[config.mk]
export PLATFORM = sky130hd
export DESIGN_NAME = uart_bus_slave
export DESIGN_NICKNAME = d
export VERILOG_FILES = /design/src/rtl/uart_bus_slave.sv
export SDC_FILE = /design/constraint.sdc
export NUM_CORES = 1
export LEC_CHECK = 0
export CORE_UTILIZATION = 49
export CTS_CLUSTER_DIAMETER = 30
export DETAILED_ROUTE_END_ITERATION = 12
export PLACE_DENSITY_LB_ADDON = 0.12
export SYNTH_ARGS = -nofsm -noshare
export SYNTH_HDL_FRONTEND = slang
export SYNTH_SLANG_ARGS = --single-unit
[constraint.sdc]
create_clock -name clk -period 2.7 [get_ports clk]
set_input_delay 0.54 -clock clk [delete_from_list [all_inputs] [get_ports clk]]
set_output_delay 0.54 -clock clk [all_outputs]
set_load 0.03 [all_outputs]
[src/rtl/uart_bus_slave.sv]
// UART peripheral as seen from the IO bus: a 4-register window with a TX FIFO, an 8N1
// serializer and an RX holding register. All parity is even over the 32 data bits.
module uart_bus_slave #(
    parameter logic [31:0] BASE_ADDR     = 32'h1000_0000,
    parameter logic [15:0] CLK_DIV       = 16'd434,
    parameter int unsigned TX_FIFO_DEPTH = 4
) (
    input  logic        clk,
    input  logic        resetn,
    input  logic [31:0] bus_addr,
    input  logic        bus_rw,
    input  logic        bus_write_ready,
    input  logic [32:0] bus_write_data,
    output logic        bus_read_ready,
    output logic [32:0] bus_read_data,
    output logic        bus_error,
    output logic        write_finish,
    input  logic        rx_valid,
    input  logic [7:0]  rx_byte,
    output logic        uart_txd
);

    localparam int unsigned AW = $clog2(TX_FIFO_DEPTH);
    localparam logic [AW:0] PtrOne = 1;

    typedef enum logic [1:0] {StIdle, StWrData, StResp} bus_state_e;
    typedef enum logic [1:0] {TxIdle, TxStart, TxData, TxStop} tx_state_e;

    bus_state_e  bus_state_q, bus_state_d;
    logic [1:0]  sel_q, sel_d;
    logic        addr_ok_q, addr_ok_d;
    logic        rd_ready_q, rd_ready_d;
    logic [32:0] rd_data_q, rd_data_d;
    logic        err_q, err_d;
    logic        fin_q, fin_d;

    logic [7:0]  mem_q [TX_FIFO_DEPTH];
    logic [7:0]  mem_d [TX_FIFO_DEPTH];
    logic [AW:0] wptr_q, wptr_d, rptr_q, rptr_d;

    tx_state_e   tx_state_q, tx_state_d;
    logic [15:0] cnt_q, cnt_d;
    logic [15:0] bit_div_q, bit_div_d;
    logic [2:0]  bit_idx_q, bit_idx_d;
    logic [7:0]  shift_q, shift_d;
    logic        txd_q, txd_d;

    logic [15:0] div_q, div_d;
    logic [7:0]  rx_hold_q, rx_hold_d;
    logic        rx_full_q, rx_full_d;
    logic        overrun_q, overrun_d;

    logic [31:0] off;
    logic        cmd_ok;
    logic [1:0]  cmd_sel;
    logic [31:0] rd_val;
    logic        tx_full, tx_empty, tx_busy;
    logic        push, pop, div_we, rx_clear, bit_end;

    // Offset arithmetic keeps the window check correct for any word-aligned base.
    assign off     = bus_addr - BASE_ADDR;
    assign cmd_ok  = (off[31:4] == 28'd0) && (off[1:0] == 2'b00);
    assign cmd_sel = off[3:2];

    assign tx_empty = (wptr_q == rptr_q);
    assign tx_full  = (wptr_q[AW] != rptr_q[AW]) && (wptr_q[AW-1:0] == rptr_q[AW-1:0]);
    assign tx_busy  = (tx_state_q != TxIdle);
    assign pop      = (tx_state_q == TxIdle) && !tx_empty;

    always_comb begin
        rd_val = 32'd0;
        case (cmd_sel)
            2'd1:    rd_val = {24'd0, rx_hold_q};
            2'd2:    rd_val = {27'd0, tx_busy, overrun_q, rx_full_q, tx_empty, tx_full};
            2'd3:    rd_val = {16'd0, div_q};
            default: rd_val = 32'd0;
        endcase
    end

    always_comb begin
        bus_state_d = bus_state_q;
        sel_d       = sel_q;
        addr_ok_d   = addr_ok_q;
        rd_ready_d  = 1'b0;
        rd_data_d   = rd_data_q;
        err_d       = 1'b0;
        fin_d       = 1'b0;
        push        = 1'b0;
        div_we      = 1'b0;
        rx_clear    = 1'b0;
        case (bus_state_q)
            StIdle: begin
                if (bus_write_ready) begin
                    sel_d       = cmd_sel;
                    addr_ok_d   = cmd_ok;
                    bus_state_d = StWrData;
                end else if (bus_rw == 1'b0) begin
                    sel_d       = cmd_sel;
                    addr_ok_d   = cmd_ok;
                    bus_state_d = StResp;
                    if (cmd_ok) begin
                        rd_ready_d = 1'b1;
                        rd_data_d  = {^rd_val, rd_val};
                        rx_clear   = (cmd_sel == 2'd1);
                    end else begin
                        err_d = 1'b1;
                    end
                end
            end
            StWrData: begin
                bus_state_d = StResp;
                if ((^bus_write_data) || !addr_ok_q) begin
                    err_d = 1'b1;
                end else if (sel_q == 2'd0) begin
                    if (tx_full) begin
                        err_d = 1'b1;
                    end else begin
                        push  = 1'b1;
                        fin_d = 1'b1;
                    end
                end else begin
                    div_we = (sel_q == 2'd3);
                    fin_d  = 1'b1;
                end
            end
            StResp:  bus_state_d = StIdle;
            default: bus_state_d = StIdle;
        endcase
    end

    always_comb begin
        mem_d  = mem_q;
        wptr_d = wptr_q;
        rptr_d = rptr_q;
        if (push) begin
            mem_d[wptr_q[AW-1:0]] = bus_write_data[7:0];
            wptr_d                = wptr_q + PtrOne;
        end
        if (pop) begin
            rptr_d = rptr_q + PtrOne;
        end
    end

    always_comb begin
        div_d = div_q;
        if (div_we) begin
            div_d = (bus_write_data[15:0] == 16'd0) ? 16'd1 : bus_write_data[15:0];
        end
    end

    // A byte landing on the same edge as an RXDATA read survives; only the overrun clears.
    always_comb begin
        rx_hold_d = rx_hold_q;
        rx_full_d = rx_full_q;
        overrun_d = overrun_q;
        if (rx_valid) begin
            rx_hold_d = rx_byte;
            rx_full_d = 1'b1;
            overrun_d = rx_clear ? 1'b0 : (overrun_q | rx_full_q);
        end else if (rx_clear) begin
            rx_full_d = 1'b0;
            overrun_d = 1'b0;
        end
    end

    assign bit_end = (cnt_q == bit_div_q - 16'd1);

    always_comb begin
        tx_state_d = tx_state_q;
        cnt_d      = cnt_q;
        bit_div_d  = bit_div_q;
        bit_idx_d  = bit_idx_q;
        shift_d    = shift_q;
        case (tx_state_q)
            TxIdle: begin
                if (pop) begin
                    shift_d    = mem_q[rptr_q[AW-1:0]];
                    bit_div_d  = div_q;
                    cnt_d      = 16'd0;
                    tx_state_d = TxStart;
                end
            end
            TxStart: begin
                cnt_d = cnt_q + 16'd1;
                if (bit_end) begin
                    cnt_d      = 16'd0;
                    bit_idx_d  = 3'd0;
                    tx_state_d = TxData;
                end
            end
            TxData: begin
                cnt_d = cnt_q + 16'd1;
                if (bit_end) begin
                    cnt_d = 16'd0;
                    if (bit_idx_q == 3'd7) begin
                        tx_state_d = TxStop;
                    end else begin
                        shift_d   = shift_q >> 1;
                        bit_idx_d = bit_idx_q + 3'd1;
                    end
                end
            end
            TxStop: begin
                cnt_d = cnt_q + 16'd1;
                if (bit_end) begin
                    cnt_d      = 16'd0;
                    tx_state_d = TxIdle;
                end
            end
            default: tx_state_d = TxIdle;
        endcase
        case (tx_state_d)
            TxStart: txd_d = 1'b0;
            TxData:  txd_d = shift_d[0];
            default: txd_d = 1'b1;
        endcase
    end

    always_ff @(posedge clk) begin
        if (!resetn) begin
            bus_state_q <= StIdle;
            sel_q       <= 2'd0;
            addr_ok_q   <= 1'b0;
            rd_ready_q  <= 1'b0;
            rd_data_q   <= 33'd0;
            err_q       <= 1'b0;
            fin_q       <= 1'b0;
            for (int i = 0; i < TX_FIFO_DEPTH; i++) mem_q[i] <= 8'd0;
            wptr_q      <= '0;
            rptr_q      <= '0;
            tx_state_q  <= TxIdle;
            cnt_q       <= 16'd0;
            bit_div_q   <= CLK_DIV;
            bit_idx_q   <= 3'd0;
            shift_q     <= 8'd0;
            txd_q       <= 1'b1;
            div_q       <= CLK_DIV;
            rx_hold_q   <= 8'd0;
            rx_full_q   <= 1'b0;
            overrun_q   <= 1'b0;
        end else begin
            bus_state_q <= bus_state_d;
            sel_q       <= sel_d;
            addr_ok_q   <= addr_ok_d;
            rd_ready_q  <= rd_ready_d;
            rd_data_q   <= rd_data_d;
            err_q       <= err_d;
            fin_q       <= fin_d;
            mem_q       <= mem_d;
            wptr_q      <= wptr_d;
            rptr_q      <= rptr_d;
            tx_state_q  <= tx_state_d;
            cnt_q       <= cnt_d;
            bit_div_q   <= bit_div_d;
            bit_idx_q   <= bit_idx_d;
            shift_q     <= shift_d;
            txd_q       <= txd_d;
            div_q       <= div_d;
            rx_hold_q   <= rx_hold_d;
            rx_full_q   <= rx_full_d;
            overrun_q   <= overrun_d;
        end
    end

    assign bus_read_ready = rd_ready_q;
    assign bus_read_data  = rd_data_q;
    assign bus_error      = err_q;
    assign write_finish   = fin_q;
    assign uart_txd       = txd_q;

endmodule

==> flow_summary_export.csv <==
group,metric,value,unit
detailed_routing,avgRoutedWirePerCell,16.45,um
cts,clkTransAtPathRegs,0.06,ns
setup_path,critPathRequiredTime,2.99,ns
setup_path,cp_max_fo,6,
placed_design,io_buffers,98,
global_routing,grt_pass1_wl,31530,um
pwr,p_total,6.261,mW
timing,relSlewSlack,55.83,%
setup_path,start_kind,"register",
cts,cts_buffers,17,
floorplanning,initial_core_util,50.64,%
setup_path,worst_ep_arrival_time,3.26,ns
cells_and_area,syn_to_final_growth,41.79,%
cells_and_area,fin_nets,1102,
timing,hold_violations,0,
pwr,cellLeakagePower,3.930,nW
detailed_routing,vias_per_cell,5.513,
cells_and_area,drive_gt1_share,22.77,%
timing,skew,0.01053,ns
floorplanning,dieHeight,122.2,um
yosys,async_flop_share,0,%
global_routing,grt_usage,27.46,%
cts,cts_tree,"done",
setup_path,critPathKind,"register to register",
yosys,synth_edf_count,0,
cts,h-tree-depth,4,
global_routing,grt_max_degree,69,
timing,fin_ws,-0.2660,ns
outcome,violations,"negative setup slack",
detailed_routing,vias,6610,
global_routing,overflow,0,
global_routing,antenna_found_initial,0,
yosys,synth_top_flop_cell,"dfxtp_1",
setup_path,worst_setup_path_end_kind,"register",
cts,cts_sinks,135,
detailed_routing,drc,0,
yosys,syn_area,7083,sq um
placed_design,hpwl,13780,um
cells_and_area,fin_area,10040,sq um
yosys,yosysWarnings,0,
floorplanning,die_w,122.2,um
setup_path,rrSetupSlack,-0.27,ns
yosys,synthCells,838,
yosys,ys_seq_area_share,38.16,%
yosys,synth.avg_cell_area,8.452,sq um
timing,rsz0062_at_grt,"yes",
detailed_routing,drtPass1Iterations,5,
timing,period_needed,2.966,ns
pwr,peakVddDrop,0.0006514,V
placed_design,placed_area,8718,sq um
timing,setup_violations,23,
cells_and_area,n_antenna_cell,0,
detailed_routing,drtIter0Drc,536,
pwr,power_density,623.4,nW/um^2
timing,timing_worst_slew_pin_value,0.6626,ns
cts,cts_buffer_depth,2,
cells_and_area,num-fill-cells,1062,
placed_design,place_inst,1147,
cts,clock_latency,0.42,ns
placed_design,gp_congestion,0.8593,
yosys,synth.distinct_cells,68,
detailed_routing,wirelength,19720,um
floorplanning,num_io_pins,115,
cells_and_area,regArea,2705,sq um
global_routing,grt_pass1_vias,6461,
yosys,ys_seq_elements,135,
cts,clockRootBuffer,"clkbuf_16",
outcome,outcome,"finished, violations left",
timing,finalMaxSlewViolations,0,
run,cap_violations,0,
cells_and_area,fin_cells,1199,
cts,ctsHoldBuffers,0,
hold_path,hp-class,"register to register",
timing,period_share,109.9,%
cells_and_area,multi_input_area,4372,sq um
floorplanning,die_area,14940,sq um
floorplanning,coreArea,13990,sq um
timing,whs,0.4464,ns
timing,fmax,0.3372,GHz
floorplanning,num_rows,43,
detailed_routing,ant_nets,0,
-- layout make-up --
| type | instances | share of cell area [%] |
|---|---|---|
| multi-input cells | 611 | 43.53 |
| flip-flops and latches | 135 | 26.93 |
| repair buffers | 204 | 19.62 |
| clock buffers | 20 | 4.547 |
| well taps | 180 | 2.242 |
| clock inverters | 12 | 1.744 |
| inverters | 37 | 1.383 |
-- through the flow --
step / TNS (ns) / utilization [%] / setup WS [ns]
final: -1.991 / 71.80 / -0.2660
after floorplan: -0.1304 / - / -0.1304
after global routing: -5.419 / 71.80 / -0.4118
after global placement: -26.58 / 62.33 / -0.6079
after CTS: -1.802 / 69.39 / -0.2450
after detailed placement: -30.20 / 62.33 / -0.7054
-- critical path, stage by stage, from the launching register on --
cell	delay, ns
dfxtp_1	0.31
or4_1	0.54
buf_6	0.16
a2111oi_4	0.30
nand4_2	0.20
a211oi_4	0.37
buf_4	0.19
nand3_4	0.11
xnor2_4	0.21
ha_4	0.23
a211oi_2	0.13
o21ai_1	0.09
-- synth_stat cells, types with 5 or more instances --
cell type,n,area (sq um)
nor4_1,6,37.54
mux4_2,8,180.2
ha_1,18,225.2
nor2_1,45,168.9
buf_2,8,40.04
buf_4,17,127.6
nor3_1,16,80.08
a221o_1,5,50.05
nand4_1,7,43.79
a211oi_1,7,52.55
clkbuf_1,40,150.1
o21ai_1,30,150.1
a32o_1,10,100.1
nand2_1,123,461.7
inv_1,36,135.1
a21oi_1,53,265.3
mux2i_1,28,280.3
a31oi_1,9,56.30
nor2b_1,5,31.28
nand3_1,67,335.3
dfxtp_1,135,2703
and2_1,7,43.79
o21ai_0,6,30.03
xnor2_1,47,411.6
xor2_1,18,157.7
and3_1,15,93.84
-- report_power, final --
group / total (mW) / internal, mW / switching [mW]
clock network: 2.47 / 1.59 / 0.881
registers: 2.13 / 2.06 / 0.0709
logic: 1.66 / 0.811 / 0.848
total: 6.26 / 4.46 / 1.80
-- final timing paths --
kind                startpoint   endpoint  depth (start not counted)
hold reg to reg      mem_q[18]  mem_q[18]                          2
setup reg to reg  bit_div_q[8]   uart_txd                         11
setup / recovery  bit_div_q[8]   uart_txd                         11
hold / removal       mem_q[18]  mem_q[18]                          2
-- sequential cells by signal, indices dropped and copies added (netlist names) --
signal and flops:
addr_ok_q 1, bit_div_q 16, bit_idx_q 3, bus_error 1
bus_read_data 17, bus_read_ready 1, bus_state_q 2, cnt_q 16
div_q 16, mem_q 32, overrun_q 1, rptr_q 3
rx_full_q 1, rx_hold_q 8, sel_q 2, shift_q 8
tx_state_q 2, uart_txd 1, wptr_q 3, write_finish 1
-- repair_timing --
action / 4_1_cts / 5_1_grt
pin swaps: 25 / 26
resized for setup: 47 / 57
endpoints found under the setup margin: 76 / 79
buffers inserted: 10 / 10
gates cloned: 3 / 0
-- logic make-up after synthesis --
group	after synthesis	synth area share, %
buf+inv	107	6.924
simple gates	322	22.01
flops	135	38.16
fa+ha+maj	18	3.180
compound gates	148	13.87
other cells	1	0.05294
mux	40	7.136
xor+xnor	67	8.673
-- per-layer routing --
metal | share of wire (%) | track usage (%) | up-vias
met5 | 0 | 0 | -
met4 | 2.0 | 8.232 | 0
met3 | 5.8 | 7.296 | 32
met2 | 51 | 47.23 | 184
met1 | 42 | 33.38 | 3169
li1 | - | - | 3225
-- placed cells by master (no fill, tap or decap), types with 5 or more instances in the layout --
cell and count:
dfxtp_1 133, nand2_1 116, clkdlybuf4s50_1 86, buf_4 85
nand3_1 56, a21oi_1 47, nor2_1 43, xnor2_1 40
inv_1 32, o21ai_1 30, mux2i_1 28, xor2_1 17
clkbuf_16 17, conb_1 16, and3_1 15, buf_6 12
nor3_1 11, nand3_2 10, a32o_1 10, ha_1 10
dlymetal6s2s_1 10, a31oi_1 8, mux4_2 8, ha_4 8
nand4_1 7, nand2_2 7, nor3_2 6, a21oi_2 6
o21ai_0 6, and2_4 6, nor4_1 6, inv_2 5
nor2b_1 5, a211oi_1 5, a221o_1 5, buf_12 5
Note: power is estimated with default switching activity, not from simulation.
